## config.mk

```make
export PLATFORM = sky130hd
export DESIGN_NAME = stream_mux
export DESIGN_NICKNAME = d
export VERILOG_FILES = /design/src/rtl/stream_mux_pkg.sv /design/src/rtl/stream_mux_rr_pick.sv /design/src/rtl/stream_mux.sv
export SDC_FILE = /design/constraint.sdc
export NUM_CORES = 1
export LEC_CHECK = 0
export ABC_AREA = 0
export ABC_CLOCK_PERIOD_IN_PS = 3650
export CORE_ASPECT_RATIO = 1.2
export CORE_MARGIN = 4
export CORE_UTILIZATION = 42
export CTS_BUF_LIST = sky130_fd_sc_hd__clkbuf_8
export CTS_CLUSTER_DIAMETER = 50
export CTS_CLUSTER_SIZE = 40
export DETAILED_ROUTE_END_ITERATION = 6
export PLACE_DENSITY_LB_ADDON = 0.25
export SKIP_LAST_GASP = 1
export SLEW_MARGIN = 5
export SYNTH_ARGS = -nofsm -noshare
export SYNTH_HDL_FRONTEND = slang
export SYNTH_SLANG_ARGS = --single-unit
```

## constraint.sdc

```tcl
create_clock -name clk -period 3.65 [get_ports clk]
set_clock_uncertainty 0.15 [all_clocks]
set_input_delay 0.5475 -clock clk [delete_from_list [all_inputs] [get_ports clk]]
set_output_delay 0.5475 -clock clk [all_outputs]
set_load 0.03 [all_outputs]
```

## src/rtl/stream_mux_pkg.sv

```systemverilog
// rtl/stream_mux_pkg.sv - shared constants and types for the stream_mux selector
package stream_mux_pkg;

   localparam logic MODE_FIXED = 1'b0;
   localparam logic MODE_RR    = 1'b1;

   localparam int XFER_CNT_W = 16;

   typedef enum logic {
      OUT_EMPTY = 1'b0,
      OUT_FULL  = 1'b1
   } out_state_t;

endpackage

```

## src/rtl/stream_mux_rr_pick.sv

```systemverilog
// rtl/stream_mux_rr_pick.sv - rr_pick: combinational rotating-priority search
// Finds the first set valid bit starting at ptr+1 and wrapping modulo NCH.
module rr_pick #(
   parameter int NCH = 4,
   parameter int SW  = 2
) (
   input  logic [NCH-1:0] valid,
   input  logic [SW-1:0]  ptr,
   output logic [SW-1:0]  grant,
   output logic           grant_valid
);

   int          idx;
   logic [SW-1:0] cand;

   // Walk from the farthest candidate back to the nearest so the nearest match wins.
   always_comb begin
      grant       = '0;
      grant_valid = 1'b0;
      idx         = 0;
      cand        = '0;
      for (int k = NCH; k >= 1; k--) begin
         idx  = (int'(ptr) + k) % NCH;
         cand = SW'(idx);
         if (valid[cand]) begin
            grant       = cand;
            grant_valid = 1'b1;
         end
      end
   end

endmodule

```

## src/rtl/stream_mux.sv

```systemverilog
// rtl/stream_mux.sv - N-channel valid/ready stream selector with one registered output stage
// Fixed-select or round-robin; define STREAM_MUX_XFER_CNT_EN to add the saturating xfer_cnt output.
module stream_mux
   import stream_mux_pkg::*;
#(
   parameter  int DW  = 4,
   parameter  int NCH = 4,
   localparam int SW  = (NCH > 1) ? $clog2(NCH) : 1
) (
   input  logic              clk,
   input  logic              rst_n,
   input  logic [NCH*DW-1:0] in_data,
   input  logic [NCH-1:0]    in_valid,
   output logic [NCH-1:0]    in_ready,
   input  logic              mode,
   input  logic [SW-1:0]     sel,
   output logic [DW-1:0]     out_data,
   output logic [SW-1:0]     out_chan,
   output logic              out_valid,
   input  logic              out_ready
`ifdef STREAM_MUX_XFER_CNT_EN
   ,
   output logic [XFER_CNT_W-1:0] xfer_cnt
`endif
);

   out_state_t    state;
   logic [SW-1:0] ptr;
   logic [SW-1:0] rr_grant;
   logic          rr_valid;
   logic          fix_valid;
   logic [SW-1:0] grant;
   logic          grant_valid;
   logic          load_ok;
   logic          xfer;
   logic [DW-1:0] sel_data;

   rr_pick #(
      .NCH (NCH),
      .SW  (SW)
   ) u_rr_pick (
      .valid       (in_valid),
      .ptr         (ptr),
      .grant       (rr_grant),
      .grant_valid (rr_valid)
   );

   // sel can exceed NCH-1 when NCH is not a power of two; such a select never grants.
   always_comb begin
      fix_valid = 1'b0;
      if (int'(sel) < NCH) begin
         fix_valid = in_valid[sel];
      end
   end

   always_comb begin
      grant       = sel;
      grant_valid = fix_valid;
      if (mode == MODE_RR) begin
         grant       = rr_grant;
         grant_valid = rr_valid;
      end
   end

   assign out_valid = (state == OUT_FULL);
   assign load_ok   = !out_valid || out_ready;
   assign xfer      = load_ok && grant_valid && rst_n;

   always_comb begin
      in_ready = '0;
      if (xfer) begin
         in_ready[grant] = 1'b1;
      end
   end

   always_comb begin
      sel_data = '0;
      for (int i = 0; i < NCH; i++) begin
         if (grant == SW'(i)) begin
            sel_data = in_data[i*DW +: DW];
         end
      end
   end

   always_ff @(posedge clk or negedge rst_n) begin
      if (!rst_n) begin
         state    <= OUT_EMPTY;
         out_data <= '0;
         out_chan <= '0;
         ptr      <= SW'(NCH - 1);
      end else begin
         case (state)
            OUT_EMPTY: begin
               if (xfer) begin
                  state    <= OUT_FULL;
                  out_data <= sel_data;
                  out_chan <= grant;
                  if (mode == MODE_RR) begin
                     ptr <= grant;
                  end
               end
            end
            OUT_FULL: begin
               // A load while draining replaces the word in place, so there is no bubble.
               if (xfer) begin
                  out_data <= sel_data;
                  out_chan <= grant;
                  if (mode == MODE_RR) begin
                     ptr <= grant;
                  end
               end else if (out_ready) begin
                  state <= OUT_EMPTY;
               end
            end
            default: state <= OUT_EMPTY;
         endcase
      end
   end

`ifdef STREAM_MUX_XFER_CNT_EN
   always_ff @(posedge clk or negedge rst_n) begin
      if (!rst_n) begin
         xfer_cnt <= '0;
      end else if (out_valid && out_ready && (xfer_cnt != {XFER_CNT_W{1'b1}})) begin
         xfer_cnt <= xfer_cnt + 1'b1;
      end
   end
`endif

endmodule

```

==> results of run 1 <==
## worst reg2reg max path, cell delays in order, from the launching register on
cell      delay, ns
dfstp_2        0.59
nand2b_1       0.14
a21oi_1        0.07
a311o_1        0.36
a31o_1         0.26
buf_4          0.18
mux2i_1        0.14
mux2_2         0.27
## state kept, by name (all words and copies together) (netlist names)
register,cells
out_data,4
out_chan,2
ptr,2
out_valid,1
## through the flow
stage	hold WS (ns)	setup slack, ns	instances	util (%)
2_1_floorplan	0.102	1.09	69	-
3_3_place_gp	0.313	0.157	124	72.2
3_5_place_dp	0.333	0.0622	124	72.2
4_1_cts	0.344	0.0634	128	75.2
5_1_grt	0.374	0.00607	130	76.2
6_report	0.341	0.121	130	76.2
## synthesized netlist by cell type
master	instances
a211oi_4	1
nor2b_1	2
nand2_1	7
a2111oi_2	1
buf_6	1
dfrtp_1	7
mux2i_1	12
a31o_1	1
o21ai_0	2
nand2b_1	4
a32oi_1	1
o211ai_1	1
nand3_1	1
a31oi_1	1
and4b_1	1
mux4_1	1
mux2_2	4
buf_2	1
nor4_1	1
o31ai_1	1
a311o_1	1
o21a_1	1
inv_1	4
and3_1	1
nor2_1	7
a21oi_1	1
dfstp_2	2
o21ai_1	1
## routing by layer
layer  part of all wire [%]  GRT usage, %  wire length, um
met2                     53          35.9             1150
met3                    5.4          4.15              117
met1                     38          24.8              831
met4                    3.5          11.1               76
met5                      0             0                0
## logic make-up after synthesis
logic type	count (synthesis)
and+or+nand+nor	24
buffers and inverters	6
DFF	9
muxes	17
AOI/OAI and AO/OA	13
## worst max-delay path by stage
stage / startpoint / endpoint / slack [ns] / cells past startpoint
CTS: in_valid[3] / in_ready[2] / 0.06 / 7
finish: in_valid[3] / in_ready[3] / 0.12 / 7
detailed placement: in_valid[3] / in_ready[2] / 0.06 / 7
global route: in_valid[3] / in_ready[3] / 0.006 / 7
global placement: in_valid[3] / in_ready[2] / 0.16 / 7
floorplan: sel[0] / in_ready[0] / 1.09 / 5
## power groups by stage
stage	clock network, mW	logic (mW)	registers [mW]
after floorplan	0	0.123	0.216
after CTS	0.117	0.294	0.170
after global routing	0.126	0.314	0.178
after detailed placement	0	0.290	0.171
after global placement	0	0.284	0.168
final	0.115	0.296	0.171
## final cells by class
cell class,count,area [sq um]
Multi-Input combinational cell,54,420
Timing Repair Buffer,42,400
Fill cell,118,353
Sequential cell,9,228
Clock buffer,3,41.3
Tap cell,17,21.3
Inverter,4,15.0
Clock inverter,1,3.75
==> flow_summary.toml, run 1 <==
[status]
status = "finished clean"

[clock_tree]
numCtsBuffers = 3
clk_pin_slew_ns = 0.05
clock_sinks = 9
insertion_delay_ns = 0.24
post-cts-setup-buffers = 0
cts_tree = "built"
hold_buffers = 0
cts_resized = 0
cts_buffer_depth = 2
root_buffer = "clkbuf_8"
htree_levels = 1

[worst_setup_path]
crit_chain = "clkdlybuf4s50_1 > inv_1 > a2111oi_2 > nor2_1 > a31o_1 > nor2_1 > clkdlybuf4s50_1"
r2r_end = "out_data[2]"
cp.buffers_inverters = 3
crit_type = "in -> out"
critPathMaxStageDelay_ns = 0.67
worstPathArrival_ns = 2.83
worstRegToRegCells = 7
critPathCaptureType = "output pin"
critical_path.top_delay_family = "buffers and inverters"
r2r_setup_slack_ns = 1.37
cp_slowest_cell = "clkdlybuf4s50_1"
cp_data_required_time_ns = 2.95
timing.rr.start = "ptr[1]"
worstPathMaxFanout = 8
start_kind = "primary input"

[final_layout]
final_cell_mix = "34 x clkdlybuf4s50_1, 12 x mux2i_1, 8 x buf_4"
drive_above_1_share_pct = 16.8
nets = 140
syn_to_final_growth_pct = 66.3
antenna_cells = 0
layout_commonest_cell = "clkdlybuf4s50_1"
design_area_sq_um = 1130

[yosys]
synth_cell_types = 28
synth_area_leaders = "dfrtp_1 26%, mux2i_1 18%, dfstp_2 7.7%"
synth_nets = 95
yosysWarnings = 0
synth_compound_area_share_pct = 16.4
synthMuxAreaShare_pct = 28.2
synth_simple_gate_area_share_pct = 17.3
synth_fa_ha_area_share_pct = 0
synthXorXnorAreaFrac_pct = 0
synth.avg_cell_area_sq_um = 9.85
synth_top_family_by_area = "multiplexers"
ys_seq_area_share_pct = 33.5
synthesis.instances = 69
synth_top_cell_by_area = "dfrtp_1"
syn_area_sq_um = 679
yosys_register_bits = 9
synth_top_area_share_pct = 25.8

[sta]
setup_viol = 0
slew_headroom_pct = 68.8
layout_worst_path_cycle_share_pct = 96.7
slew_viol_final = 0
hold_viol = 0
layout_min_cycle_time_ns = 3.53
rsz0062_at_grt = "false"
fin_tns_setup_ns = 0
tightest_slew_ns = 0.463
maxClockFrequency_mhz = 283

[run]
drv_cap = 0

[detailed_routing]
dr.pass1.iters = 4
vias_per_cell = 5.56
routed_wl_mm = 2.17
drtAntennaViolNets = 0
route.detailed.drc = 0
num_vias = 723
detail_route.wl_per_cell_um = 16.7
drtIter0Drc = 13

[pwr]
peakVddDrop_v = 0.000339
switchingPower_mw = 0.223
p_sw_share_pct = 38.3
p_int_mw = 0.359
seqPwrFrac_pct = 29.4
combPwrFrac_pct = 50.9
p_per_area_nw_per_um2 = 516
p_clk_share_pct = 19.8
p_total_mw = 0.583
power_leakage_nw = 0.497

[floorplanning]
core_sq_um = 1480
start_util_pct = 45.8
fp.dieH_um = 52.1
die_width_um = 44.7
std_cell_rows = 15
ios = 37
dieArea_sq_um = 2330

[global_route]
grt_max_degree = 10
grt_overflow = 0
grt_pass1_wl_mm = 3.53
grt_usage_pct = 21.3
antenna_found_initial = 0
first_global_vias = 760

[placement]
dp_hpwl_mm = 1.69
port_buffers = 36
dpl_cell_area_sq_um = 1070
gp_congestion = 0.791

[min_path]
min_path_type = "reg -> reg"
min-delay-start = "out_chan[0]"
holdPathStages = 2
hold_path_end = "out_chan[0]"
(Power assumes the default switching activity.)
==> run 2: changes to the inputs <==
==> constraint.sdc (replaced) <==
create_clock -name clk -period 3.65 [get_ports clk]
set_clock_uncertainty 0.15 [all_clocks]
set_input_delay 0.73 -clock clk [delete_from_list [all_inputs] [get_ports clk]]
set_output_delay 0.73 -clock clk [all_outputs]
set_load 0.03 [all_outputs]
==> flow_summary.toml, run 2 (synthesis results as in run 1) <==
[global_route]
grt.met2_usage_pct = 37.3
first_global_vias = 729
grt_overflow = 0
grt_pass1_wl_mm = 3.39
grt_use_met3_pct = 4.15
antenna_found_initial = 0
grt_max_degree = 10
grt_usage_pct = 20.3
gr-usage-met1_pct = 22.8
busiest_layer = "met2"

[status]
status = "finished clean"

[clock_tree]
clock_sinks = 9
root_buffer = "clkbuf_8"
cts_tree = "built"
clk_pin_slew_ns = 0.05
cts_buffer_depth = 2
numCtsBuffers = 3
htree_levels = 1
insertion_delay_ns = 0.24
hold_buffers = 0

[detailed_routing]
route.detailed.drc = 0
num_vias = 728
routed_wl_mm = 2.12
detail_route.wl_per_cell_um = 15.9
dr.pass1.iters = 4
drtAntennaViolNets = 0
drtIter0Drc = 18
vias_per_cell = 5.47

[floorplanning]
fp.dieH_um = 52.1
core_sq_um = 1480
ios = 37
std_cell_rows = 15
dieArea_sq_um = 2330
start_util_pct = 45.8
die_width_um = 44.7

[worst_setup_path]
crit_type = "in -> out"
cp_data_required_time_ns = 2.77
critical_path.top_delay_family = "buffers and inverters"
crit_chain = "clkdlybuf4s50_1 > inv_1 > a2111oi_2 > nor2_1 > a31o_1 > nor2b_1 > dlygate4sd2_1"
worstRegToRegCells = 7
worstPathMaxFanout = 7
cp.depth = 7
cp_slowest_cell = "clkdlybuf4s50_1"
worstPathArrival_ns = 2.66
cp.buffers_inverters = 3
start_kind = "primary input"
critPathCaptureType = "output pin"
critPathMaxStageDelay_ns = 0.58

[final_layout]
drive_above_1_share_pct = 20.7
design_area_sq_um = 1150
finalNonFillerCells = 133
nets = 143
final_cell_mix = "32 x clkdlybuf4s50_1, 12 x mux2i_1, 12 x buf_4"
layout_commonest_cell = "clkdlybuf4s50_1"
antenna_cells = 0
syn_to_final_growth_pct = 69.2
top_regs = "out_data x4, out_chan x2, ptr x2"
finalCoreUtilization_pct = 77.6
top_register = "out_data"
n_fill_cell = 119
largest_reg_flops = 4

[sta]
layout_min_cycle_time_ns = 3.54
fin_tns_setup_ns = 0
setup_slack_ns = 0.112
hold_ws_ns = 0.347
slew_viol_final = 0
slew_headroom_pct = 67.4
tightest_slew_ns = 0.485
hold_viol = 0
maxClockFrequency_mhz = 283
setup_viol = 0
rsz0062_at_grt = "false"
layout_worst_path_cycle_share_pct = 96.9

[min_path]
holdPathStages = 2
min_path_type = "reg -> reg"

[placement]
gp_congestion = 0.929
dpl_cell_area_sq_um = 1100
placedCellCount = 129
port_buffers = 36
dp_slack_ns = -0.0830
dp_hpwl_mm = 1.67

[pwr]
p_total_mw = 0.582
peakVddDrop_v = 0.000381
power_leakage_nw = 0.516
p_per_area_nw_per_um2 = 506

[run]
drv_cap = 0
[run 2: cell count changes in the layout (fill, tap and decap cells not counted), sizes merged]
cell,delta
clkdlybuf4s50,-2
dlygate4sd2,+1
buf,+4
clkinv,+1
inv,-1
[run 2: timing repair]
| action | in CTS | in global routing |
|---|---|---|
| setup buffers | 0 | 0 |
| gates resized for setup | 1 | 0 |
| endpoints found under the setup margin | 1 | 0 |
[run 2: cell type report]
| class | count | area, sq um | area share (%) |
|---|---|---|---|
| multi-input combinational | 54 | 420 | 36.6 |
| clock buffer | 3 | 41.3 | 3.59 |
| sequential | 9 | 228 | 19.8 |
| tap | 17 | 21.3 | 1.85 |
| clock inverter | 1 | 5.00 | 0.435 |
| inverter | 4 | 15.0 | 1.31 |
| timing repair buffer | 45 | 419 | 36.5 |
[run 2: layer usage]
layer | up-vias | wire [um]
met3 | 6 | 98
li1 | 347 | -
met1 | 349 | 808
met2 | 26 | 1180
met4 | 0 | 31
met5 | - | 0
[run 2: path summary, 6_finish.rpt]
path / from / to / slack (ns)
setup / recovery: in_valid[3] / in_ready[2] / 0.11
max in group asynchronous: rst_n / ptr[1] / 2.47
setup reg to reg: ptr[1] / out_data[3] / 1.42
min in group asynchronous: rst_n / out_chan[0] / 0.67
hold / removal: out_chan[0] / out_chan[0] / 0.35
hold reg to reg: out_chan[0] / out_chan[0] / 0.35
[run 2: report_power, final]
part	switching [mW]	internal [mW]	total [mW]
clock network	0.0449	0.0749	0.120
registers	0.0282	0.142	0.170
logic	0.148	0.145	0.293
total	0.221	0.362	0.582
[run 2: tightest hold or removal path: cells and delay by family (launching register included)]
family | cells | cell delay (ns)
compound gates | 1 | 0.07
simple gates | 1 | 0.05
flops | 1 | 0.34
